## src/rtl/rba_pkg.sv

```systemverilog
// Shared types and helpers for the round-robin register-bank write arbiter.
// Holds the FSM state enum, the write-counter width and the round-robin pick function.
package rba_pkg;

  typedef enum logic {
    ST_IDLE  = 1'b0,
    ST_GRANT = 1'b1
  } rba_state_e;

  localparam int WR_COUNT_W = 16;
  localparam int MAX_REQ    = 8;

  // Searches last+1, last+2, ... modulo num_req and returns the first set request.
  function automatic logic [2:0] rr_pick(input logic [MAX_REQ-1:0] req,
                                         input logic [2:0]         last,
                                         input int                 num_req);
    logic [2:0] pick;
    logic [2:0] idx;
    logic       found;
    pick  = '0;
    found = 1'b0;
    for (int k = 1; k <= MAX_REQ; k++) begin
      idx = 3'((int'(last) + k) % num_req);
      if (k <= num_req && !found && req[idx]) begin
        pick  = idx;
        found = 1'b1;
      end
    end
    return pick;
  endfunction

endpackage

```

## src/rtl/rr_arbiter.sv

```systemverilog
// Combinational round-robin pick: winner index and a valid flag from req and last winner.
module rr_arbiter
  import rba_pkg::*;
#(
  parameter int NUM_REQ = 4,
  localparam int IDX_W  = (NUM_REQ > 1) ? $clog2(NUM_REQ) : 1
) (
  input  logic [NUM_REQ-1:0] req_i,
  input  logic [IDX_W-1:0]   last_i,
  output logic [IDX_W-1:0]   pick_o,
  output logic               valid_o
);

  logic [MAX_REQ-1:0] req_ext;

  assign req_ext = MAX_REQ'(req_i);
  assign pick_o  = IDX_W'(rr_pick(req_ext, 3'(last_i), NUM_REQ));
  assign valid_o = |req_i;

endmodule

```

## src/rtl/reg_bank_write_arbiter.sv

```systemverilog
// Round-robin write arbiter in front of a flip-flop register bank with one combinational read port.
// Optional RBA_WR_COUNT_EN adds a saturating 16-bit count of committed in-range writes.
module reg_bank_write_arbiter
  import rba_pkg::*;
#(
  parameter int NUM_REQ = 4,
  parameter int DATA_W  = 8,
  parameter int DEPTH   = 8,
  localparam int ADDR_W = $clog2(DEPTH),
  localparam int IDX_W  = (NUM_REQ > 1) ? $clog2(NUM_REQ) : 1
) (
  input  logic                      clk,
  input  logic                      rst_n,
  input  logic [NUM_REQ-1:0]        req,
  input  logic [NUM_REQ*ADDR_W-1:0] wr_addr,
  input  logic [NUM_REQ*DATA_W-1:0] wr_data,
  output logic [NUM_REQ-1:0]        gnt,
  output logic                      busy,
  input  logic [ADDR_W-1:0]         rd_addr,
  output logic [DATA_W-1:0]         rd_data
`ifdef RBA_WR_COUNT_EN
  ,
  output logic [WR_COUNT_W-1:0]     wr_count
`endif
);

  rba_state_e          state_q, state_d;
  logic [NUM_REQ-1:0]  gnt_q, gnt_d;
  logic [IDX_W-1:0]    win_q, win_d;
  logic [IDX_W-1:0]    last_q, last_d;
  logic [ADDR_W-1:0]   addr_q, addr_d;
  logic [DATA_W-1:0]   data_q, data_d;
  logic [DATA_W-1:0]   mem_q [DEPTH];

  logic [IDX_W-1:0]    pick;
  logic                pick_valid;
  logic                in_range;
  logic                commit;

  rr_arbiter #(.NUM_REQ(NUM_REQ)) u_rr (
    .req_i   (req),
    .last_i  (last_q),
    .pick_o  (pick),
    .valid_o (pick_valid)
  );

  always_comb begin
    // NOTE: every output of this block gets a default first so no path leaves one unassigned (no latch).
    state_d = state_q;
    gnt_d   = '0;
    win_d   = win_q;
    last_d  = last_q;
    addr_d  = addr_q;
    data_d  = data_q;
    case (state_q)
      ST_IDLE: begin
        if (pick_valid) begin
          state_d     = ST_GRANT;
          gnt_d[pick] = 1'b1;
          win_d       = pick;
          addr_d      = wr_addr[int'(pick)*ADDR_W +: ADDR_W];
          data_d      = wr_data[int'(pick)*DATA_W +: DATA_W];
        end
      end
      ST_GRANT: begin
        state_d = ST_IDLE;
        last_d  = win_q;
      end
      default: state_d = ST_IDLE;
    endcase
  end

  // NOTE: sequential state uses non-blocking assignments so all flops update from pre-edge values.
  always_ff @(posedge clk or negedge rst_n) begin
    if (!rst_n) begin
      state_q <= ST_IDLE;
      gnt_q   <= '0;
      win_q   <= '0;
      last_q  <= IDX_W'(NUM_REQ - 1);
      addr_q  <= '0;
      data_q  <= '0;
    end else begin
      state_q <= state_d;
      gnt_q   <= gnt_d;
      win_q   <= win_d;
      last_q  <= last_d;
      addr_q  <= addr_d;
      data_q  <= data_d;
    end
  end

  assign in_range = (int'(addr_q) < DEPTH);
  assign commit   = (state_q == ST_GRANT) && in_range;

  // NOTE: this bank is flops, not RAM, and every entry must read 0 after reset, so each one is reset.
  always_ff @(posedge clk or negedge rst_n) begin
    if (!rst_n) begin
      for (int i = 0; i < DEPTH; i++) mem_q[i] <= '0;
    end else if (commit) begin
      mem_q[addr_q] <= data_q;
    end
  end

  assign rd_data = (int'(rd_addr) < DEPTH) ? mem_q[rd_addr] : '0;
  assign gnt     = gnt_q;
  assign busy    = (state_q == ST_GRANT);

`ifdef RBA_WR_COUNT_EN
  logic [WR_COUNT_W-1:0] wr_count_q;

  always_ff @(posedge clk or negedge rst_n) begin
    if (!rst_n) begin
      wr_count_q <= '0;
    end else if (commit && (wr_count_q != '1)) begin
      wr_count_q <= wr_count_q + 1'b1;
    end
  end

  assign wr_count = wr_count_q;
`endif

endmodule

```

## config.mk

```make
export PLATFORM = sky130hd
export DESIGN_NAME = reg_bank_write_arbiter
export DESIGN_NICKNAME = d
export VERILOG_FILES = /design/src/rtl/rba_pkg.sv /design/src/rtl/rr_arbiter.sv /design/src/rtl/reg_bank_write_arbiter.sv
export SDC_FILE = /design/constraint.sdc
export NUM_CORES = 1
export LEC_CHECK = 0
export BUFFER_PORTS_ARGS = -buffer_cell sky130_fd_sc_hd__buf_2
export CORE_ASPECT_RATIO = 1.75
export CORE_MARGIN = 3
export CORE_UTILIZATION = 59
export DETAILED_ROUTE_END_ITERATION = 8
export PLACE_DENSITY = 0.83
export SYNTH_ARGS = -nofsm -noshare
export SYNTH_HDL_FRONTEND = slang
export SYNTH_SLANG_ARGS = --single-unit
```

## constraint.sdc

```tcl
create_clock -name clk -period 3.1 [get_ports clk]
set_input_delay 0.31 -clock clk [delete_from_list [all_inputs] [get_ports clk]]
set_output_delay 0.31 -clock clk [all_outputs]
set_load 0.02 [all_outputs]
```

==> Yosys cells after proc, flatten, opt, wreduce, memory -nomap -nowiden <==
Index checks and enable logic that the tools add are counted.
{ "word_totals": {"reg_bits": 84, "in_bits": 53, "output_inout_bits": 13, "wordCells": 78} }
{ "classes": {"addsub": 4, "n_mul": 1, "n_lt_le_gt_ge": 9, "shift": 2, "mux": 27, "n_bitwise": 7, "n_reduce_logical": 14} }
{ "ops": {"columns": ["operator", "count"], "rows": [
  ["$bwmux 64", 1],
  ["$shiftx 32x6->8", 1],
  ["$bmux 8 s3", 1],
  ["$demux 8 s3", 1],
  ["$mux 8", 3],
  ["$lt 3x4->1 const B", 4],
  ["$bmux 1 s3", 4],
  ["$shiftx 12x5->3", 1],
  ["$mux 1", 9],
  ["$ge 4x4->1 const B", 2],
  ["$mux 2", 4],
  ["$mux 4", 2],
  ["$not 3->4", 2],
  ["$reduce_or 2->1", 4],
  ["$logic_and 1x1->1", 5],
  ["$add 2x1->2 const B", 2],
  ["$add 2x2->2 const B", 2],
  ["$and 1x1->1 const A", 4],
  ["$lt 4x1->1 const B", 1],
  ["$mul 2x2->4 const B", 1],
  ["$reduce_or 4->1", 1],
  ["$logic_not 1->1", 3],
  ["$lt 2x3->1 const B", 1],
  ["$demux 1 s2", 1],
  ["4 further kinds", 4]
]} }

==> Longest topological paths before layout <==
Gate-level depths: netlist (run 1).
{ "logic_depth": {"ltp_word": 21, "depth_mapped": 6, "mapped_depth_nobuf": 5} }

==> Cells and area by module <==
Synthesis (run 1) repeated with hierarchy kept, for this count alone.
{ "unflattened": {"cells_unflattened": 243, "hier_area_um2": 4073.9} }
{ "modules_own_cells": {"columns": ["module", "n_inst", "cells_each", "area_each_um2", "seq_area_each_um2"], "rows": [
  ["reg_bank_write_arbiter", 1, 229, 3992.6, 2104.5],
  ["rr_arbiter", 1, 14, 81.3, 0.0]
]} }

==> Least setup slack after synthesis (run 1) <==
No wires, ideal clock.
{ "synth_timing": {"path_type": "in2out", "from": "in rd_addr[0]", "to": "out rd_data[0]", "arrival_ns": 1.675, "required_time_ns": 2.790, "slack_ns": 1.115, "path_stages": 4, "n_path_buf": 2, "path_cell_list": "buf_2 > buf_2 > mux4_2 > mux2_2"} }
{ "synth_between": {"elab_chain_len": 4} }
{ "synth_lines": {"columns": ["element", "line_no", "rtl"], "rows": [
  ["start: declaration", "reg_bank_write_arbiter.sv:19", "input logic [ADDR_W-1:0] rd_addr,"],
  ["$not 3->4 (implied by the code)", "reg_bank_write_arbiter.sv:104", "assign rd_data = (int'(rd_addr) < DEPTH) ? mem_q[rd_addr] : '0;"],
  ["$bmux 8 s3", "reg_bank_write_arbiter.sv:104", null],
  ["$mux 8 (implied by the code) (2 in a row)", "reg_bank_write_arbiter.sv:104", null],
  ["end: declaration", "reg_bank_write_arbiter.sv:20", "output logic [DATA_W-1:0] rd_data"]
]} }
Every way passes these cells. The select of a mux whose other input is x is not followed.

==> Final worst setup path (run 1) <==
{ "layout_timing": {"from": "in rd_addr[0]", "to": "out rd_data[6]"} }
Same word-level chain as after synthesis.

==> results of run 1 <==
==> cells in the mapped netlist (all sizes together) <==
cell | n | area share [%]
dfstp | 2 | 1.3
a211oi | 11 | 3.2
inv | 12 | 1.1
a21oi | 4 | 0.57
or2 | 1 | 0.21
nand2b | 5 | 0.81
mux2 | 73 | 20
buf | 13 | 2.0
mux2i | 12 | 2.9
o21ai | 14 | 1.7
nand4 | 1 | 0.15
a21bo | 1 | 0.24
o31a | 1 | 0.21
mux4 | 16 | 8.6
nand2 | 2 | 0.18
and2 | 2 | 0.30
nor2 | 15 | 1.6
dfrtp | 82 | 49
nor4 | 3 | 0.81
nor3 | 3 | 0.87
clkbuf | 3 | 0.27
or3 | 1 | 0.27
o22ai | 1 | 0.30
nor3b | 2 | 0.89
nand4b | 3 | 0.63
o211a | 11 | 2.6
==> stage by stage <==
step	util, %	hold slack [ns]	instance area (sq um)	setup slack [ns]
2_1_floorplan	-	0.01441	4195	1.115
3_3_place_gp	65.74	0.4624	4541	1.007
3_5_place_dp	65.74	0.4752	4541	0.9929
4_1_cts	70.05	0.1881	4838	0.9721
5_1_grt	70.05	0.2491	4838	0.8830
6_report	70.05	0.1266	4838	1.002
==> sequential cells by signal (all words and copies together) (netlist names) <==
signal  cells
last_q      2
data_q      8
gnt         4
win_q       2
mem_q      64
busy        1
addr_q      3
==> power breakdown <==
part	internal [W]	switching [W]	total (W)
sequential	0.00166	0.000470	0.00213
clock	0.000669	0.000382	0.00105
combinational	0.000921	0.000713	0.00163
total	0.00325	0.00156	0.00481
==> layout make-up <==
type,instances,area (sq um)
clock inverters,1,30.03
fillers,470,2068
well taps,84,105.1
repair buffers,66,335.3
clock buffers,15,267.8
multi-input cells,182,1951
inverters,12,45.04
flip-flops and latches,84,2105
==> placed cells by master, fill, tap and decap left out, types with 3 or more instances in the layout <==
cell type  count
mux2_1        11
a21oi_1        3
mux2i_1       12
o21ai_0       14
mux4_2        16
mux2_2        62
inv_1         12
clkbuf_16      9
dfrtp_1       82
nand4b_1       3
nand2b_1       4
clkbuf_1       4
o211a_1       11
buf_2         64
a211oi_2      10
nor2_1        13
==> worst max-delay path, delay by kind of cell <==
kind     cells  cell delay [ns]
mux          2             0.87
buf+inv      2             0.60
==> routing by layer <==
layer	GRT usage (%)	part of all wire (%)	vias to the layer above
met1	26.54	38	1316
li1	-	-	1216
met3	4.274	4.1	22
met5	0	0	-
met4	11.87	3.0	0
met2	40.01	55	82
==> path summary, 6_finish.rpt <==
path	to	slack (ns)	depth (start not counted)
max	rd_data[6]	1.00	4
min	mem_q[59]	0.13	1
max reg2reg	mem_q[31]	1.04	3
min reg2reg	mem_q[44]	0.49	1
max in group asynchronous	mem_q[31]	2.30	1
min in group clk	data_q[7]	0.35	4
==> kinds of logic after synthesis <==
logic type	Yosys count	synth area share, %
multiplexers	101	31.05
flip-flops	84	50.16
buffers and inverters	28	3.340
AO/OA/AOI/OAI	43	8.768
AND/OR/NAND/NOR	38	6.681
==> results.py, run 1 <==
metrics = {
    "outcome": {
        "status": "finished clean",
    },
    "detailed_routing": {
        "wl_per_cell_um": 19.61,
        "routed_wl_mm": 8.707,
        "vias": 2636,
        "drc_errors": 0,
        "drtIter0Drc": 148,
        "dr.pass1.iters": 6,
        "avgViaCountPerCell": 5.937,
        "antenna_left": 0,
    },
    "clocking": {
        "clk_latency_ns": 0.33,
        "clock_sinks": 84,
        "clk_pin_slew_ns": 0.06,
        "htreeDepth": 3,
        "numCtsBuffers": 9,
        "root_buffer": "clkbuf_16",
        "post_cts_buffers": 0,
        "cts_buffer_depth": 2,
        "cts_tree": "built",
        "cts_resized": 0,
        "ctsHoldBuffers": 0,
    },
    "job": {
        "cap_violations": 0,
    },
    "global_route": {
        "grtUsageTotal_pct": 22.96,
        "antenna_found_initial": 0,
        "grt_overflow": 0,
        "grt_pass1_wl_mm": 14.39,
        "first_global_vias": 2824,
        "grt_max_degree": 85,
    },
    "synth": {
        "synth_seq_cells": 84,
        "yosys_warnings": 0,
        "syn_area_sq_um": 4195,
        "synth_fp_nets": 347,
        "ys_types": 37,
        "syn_avg_cell_area_sq_um": 14.27,
        "netlist_instances": 294,
        "ys_seq_area_share_pct": 50.16,
    },
    "power": {
        "p_leak_nw": 2.169,
        "ir_drop_uv": 435.6,
        "cellPowerDensity_nw_per_um2": 994.1,
        "total_power_w": 0.004810,
    },
    "worst_setup_path": {
        "path_cells": "buf_2, mux4_2, mux2_2, buf_2",
        "critPathMostFrequentCell": "buf_2",
        "cp-end-kind": "output pin",
        "crit_start": "rd_addr[0]",
        "cp_slowest_cell": "mux4_2",
        "start_kind": "input pin",
        "required_ns": 2.79,
        "worstPathMaxFanout": 16,
        "crit_path_max_incr_delay_ns": 0.57,
        "path_class": "input pin to output pin",
        "rr_startpoint": "busy",
        "cp_data_arrival_time_ns": 1.79,
    },
    "floorplanning": {
        "fp.dieH_um": 117.6,
        "rows": 40,
        "initial_core_util_pct": 60.74,
        "ios": 66,
        "design.core.area_sq_um": 6907,
        "dieWidth_um": 69.75,
        "dieArea_sq_um": 8199,
    },
    "place": {
        "placedCellCount": 428,
        "io_buffers": 65,
        "hpwl_mm": 6.093,
        "gp_congestion": 0.8073,
    },
    "cells_and_area": {
        "nets": 408,
        "drive_gt1_share_pct": 50.56,
        "n_antenna_cell": 0,
        "stdcell_count": 444,
        "syn2layout_area_growth_pct": 15.33,
    },
    "timing": {
        "finalCriticalPeriod_ns": 2.098,
        "max_clock_freq_mhz": 476.7,
        "slew_viol_final": 0,
        "slew-limit-headroom_pct": 32.42,
        "tightestPinTransition_ns": 1.014,
        "fin_crit_sh_pct": 67.67,
        "setup_viol": 0,
        "finalClockSkew_ns": 0.004470,
        "rsz0062_at_grt": "no",
        "setup_tns_ns": 0,
        "hold_viol": 0,
    },
    "hold_path": {
        "hold_class": "input pin to async pin",
    },
}
Note: power is estimated with default switching activity, not from simulation.
==> run 2, diff against run 1 <==
--- a/config.mk
+++ b/config.mk
@@ -5,12 +5,13 @@
 export SDC_FILE = /design/constraint.sdc
 export NUM_CORES = 1
 export LEC_CHECK = 0
+export ABC_AREA = 1
 export BUFFER_PORTS_ARGS = -buffer_cell sky130_fd_sc_hd__buf_2
 export CORE_ASPECT_RATIO = 1.75
 export CORE_MARGIN = 3
-export CORE_UTILIZATION = 59
+export CORE_UTILIZATION = 57
 export DETAILED_ROUTE_END_ITERATION = 8
-export PLACE_DENSITY = 0.83
+export PLACE_DENSITY = 0.8
 export SYNTH_ARGS = -nofsm -noshare
 export SYNTH_HDL_FRONTEND = slang
 export SYNTH_SLANG_ARGS = --single-unit
==> constraint.sdc (replaced) <==
create_clock -name clk -period 1.99 [get_ports clk]
set_input_delay 0.199 -clock clk [delete_from_list [all_inputs] [get_ports clk]]
set_output_delay 0.199 -clock clk [all_outputs]
set_load 0.02 [all_outputs]
==> results.py, run 2 <==
metrics = {
    "detailed_routing": {
        "drtIter0Drc": 382,
        "dr.pass1.iters": 5,
        "avgViaCountPerCell": 5.817,
        "wl_per_cell_um": 16.35,
        "antenna_left": 0,
        "vias": 4188,
        "drc_errors": 0,
        "routed_wl_mm": 11.77,
    },
    "worst_setup_path": {
        "cp_data_arrival_time_ns": 2.26,
        "cp-end-kind": "flip-flop",
        "cp_slowest_cell": "dfstp_2",
        "crit_path_max_incr_delay_ns": 0.60,
        "required_ns": 2.22,
        "worst-path-buf-inv": 3,
        "start_kind": "flip-flop",
        "path_cells": "inv_4, nand2_2, nand2_4, nand2_4, a21boi_2, nand2_1, inv_2, nand2_4, nor2_4, clkinv_4, nor2_2, nor2_1",
        "cp_top_family": "simple AND/OR/NAND/NOR gates",
        "path_class": "flip-flop to flip-flop",
        "worstPathMaxFanout": 8,
        "critPathMostFrequentCell": "nand2_4",
    },
    "clocking": {
        "root_buffer": "clkbuf_16",
        "cts_tree": "built",
        "numCtsBuffers": 9,
        "clock_sinks": 84,
        "cts_buffer_depth": 2,
        "htreeDepth": 3,
        "clk_pin_slew_ns": 0.06,
        "clk_latency_ns": 0.34,
    },
    "place": {
        "dp_slack_ns": -0.04602,
        "io_buffers": 65,
        "hpwl_mm": 7.620,
        "gp_congestion": 0.9387,
        "dpl_cell_area_sq_um": 4736,
    },
    "power": {
        "ir_drop_uv": 1623,
        "p_leak_nw": 2.738,
        "cellPowerDensity_nw_per_um2": 1727,
        "total_power_w": 0.009390,
    },
    "outcome": {
        "status": "complete, but fails checks",
        "violations": "negative setup slack",
    },
    "timing": {
        "slew-limit-headroom_pct": 62.85,
        "fin_crit_sh_pct": 102.1,
        "rsz0062_at_grt": "yes",
        "slew_viol_final": 0,
        "setup_viol": 5,
        "hold_viol": 0,
        "finalCriticalPeriod_ns": 2.032,
        "setup_tns_ns": -0.1357,
        "finalClockSkew_ns": 0.004448,
        "tightestPinTransition_ns": 0.5572,
        "setup_ws_ns": -0.04154,
        "max_clock_freq_mhz": 492.2,
    },
    "global_route": {
        "grtUsageTotal_pct": 26.65,
        "first_global_vias": 3937,
        "grt_pass1_wl_mm": 18.17,
        "grt_max_degree": 66,
        "grt_overflow": 0,
        "antenna_found_initial": 0,
    },
    "cells_and_area": {
        "ff_latch_area_sq_um": 2105,
        "regMostFlops": "mem_q",
        "final_area_sq_um": 5438,
        "final_common_cell": "nand2_1",
        "fill_cells": 496,
        "nets": 682,
        "largest_reg_flops": 64,
        "multi_input_area_sq_um": 2122,
        "syn2layout_area_growth_pct": 26.71,
        "layout_common_cells": "nand2_1, o21ai_0, dfrtp_1",
        "n_antenna_cell": 0,
        "drive_gt1_share_pct": 25.55,
    },
    "synth": {
        "synthTopCellsByCount": "nand2_1, o21ai_0, dfrtp_1",
        "synth_enable_flop_cells": 0,
        "synthArstFlopShare_pct": 100.0,
        "netlist_instances": 555,
        "synth.most_common_cell": "nand2_1",
        "syn_area_sq_um": 4292,
        "synth_fp_nets": 608,
        "ys.flop_type": "dfrtp_1",
        "synth_top_cell_area_share_pct": 47.81,
        "yosys_warnings": 0,
        "synth_seq_cells": 84,
        "synth.area.top_cells": "dfrtp_1, nand2_1, o21ai_0",
        "synth_top_cell_by_area": "dfrtp_1",
        "syn_avg_cell_area_sq_um": 7.733,
        "ys_seq_area_share_pct": 49.04,
        "ys_types": 29,
    },
    "floorplanning": {
        "design.core.area_sq_um": 7284,
        "dieWidth_um": 71.59,
        "initial_core_util_pct": 58.91,
        "rows": 41,
        "dieArea_sq_um": 8647,
        "ios": 66,
        "fp.dieH_um": 120.8,
    },
    "job": {
        "cap_violations": 0,
    },
    "hold_path": {
        "hold_class": "input pin to flip-flop",
    },
}
## run 2: final timing paths
path | startpoint | to | slack (ns) | depth (start not counted)
max | last_q[0] | data_q[2] | -0.04 | 12
max in group asynchronous | rst_n | data_q[6] | 1.09 | 3
min reg2reg | mem_q[21] | mem_q[21] | 0.48 | 2
min | wr_data[26] | data_q[2] | 0.20 | 5
min in group asynchronous | rst_n | mem_q[57] | 0.28 | 2
max reg2reg | last_q[0] | data_q[2] | -0.04 | 12
## run 2: layout make-up
class / count / share of cell area, %
clock buffers: 12 / 4.533
clock inverters: 4 / 0.8974
inverters: 33 / 2.416
multi-input cells: 411 / 39.02
flip-flops and latches: 84 / 38.70
well taps: 86 / 1.979
repair buffers: 89 / 12.33
repair inverters: 1 / 0.1150
## run 2: worst register-to-register path: stages, from the launching register on
cell      delay [ns]
dfstp_2         0.60
inv_4           0.09
nand2_2         0.09
nand2_4         0.07
nand2_4         0.09
a21boi_2        0.15
nand2_1         0.07
inv_2           0.10
nand2_4         0.07
nor2_4          0.26
clkinv_4        0.16
nor2_2          0.13
nor2_1          0.05
## run 2: logic make-up after synthesis
group                  synth area share (%)
buffers and inverters                 5.947
and+or+nand+nor                       29.83
AOI/OAI and AO/OA                     15.19
DFF                                   49.04
## run 2: report_power, final
| part | internal [W] | switching (W) |
|---|---|---|
| clock network | 0.00100 | 0.000639 |
| logic | 0.00181 | 0.00298 |
| registers | 0.00252 | 0.000437 |
## run 2: through the flow
step,utilization (%),hold WS [ns],cells
4_1_cts,69.82,0.1862,709
3_3_place_gp,65.01,0.09333,690
2_1_floorplan,-,-0.09659,555
5_1_grt,74.65,0.2139,720
3_5_place_dp,65.01,0.09838,690
6_report,74.65,0.1991,720
## run 2: repair_timing
action | 4_1_cts | 5_1_grt
buffers inserted | 2 | 6
endpoints found under the setup margin | 12 | 15
hold buffers | 1 | 0
cloned | 0 | 6
endpoints found under the hold margin | 19 | 0
gates resized for setup | 1 | 51
pin swaps | 1 | 9
## run 2: routing by layer
metal	wire length (um)	track usage, %
met1	4411	31.05
met2	6139	45.51
met3	634	5.158
met4	589	14.00
met5	0	0
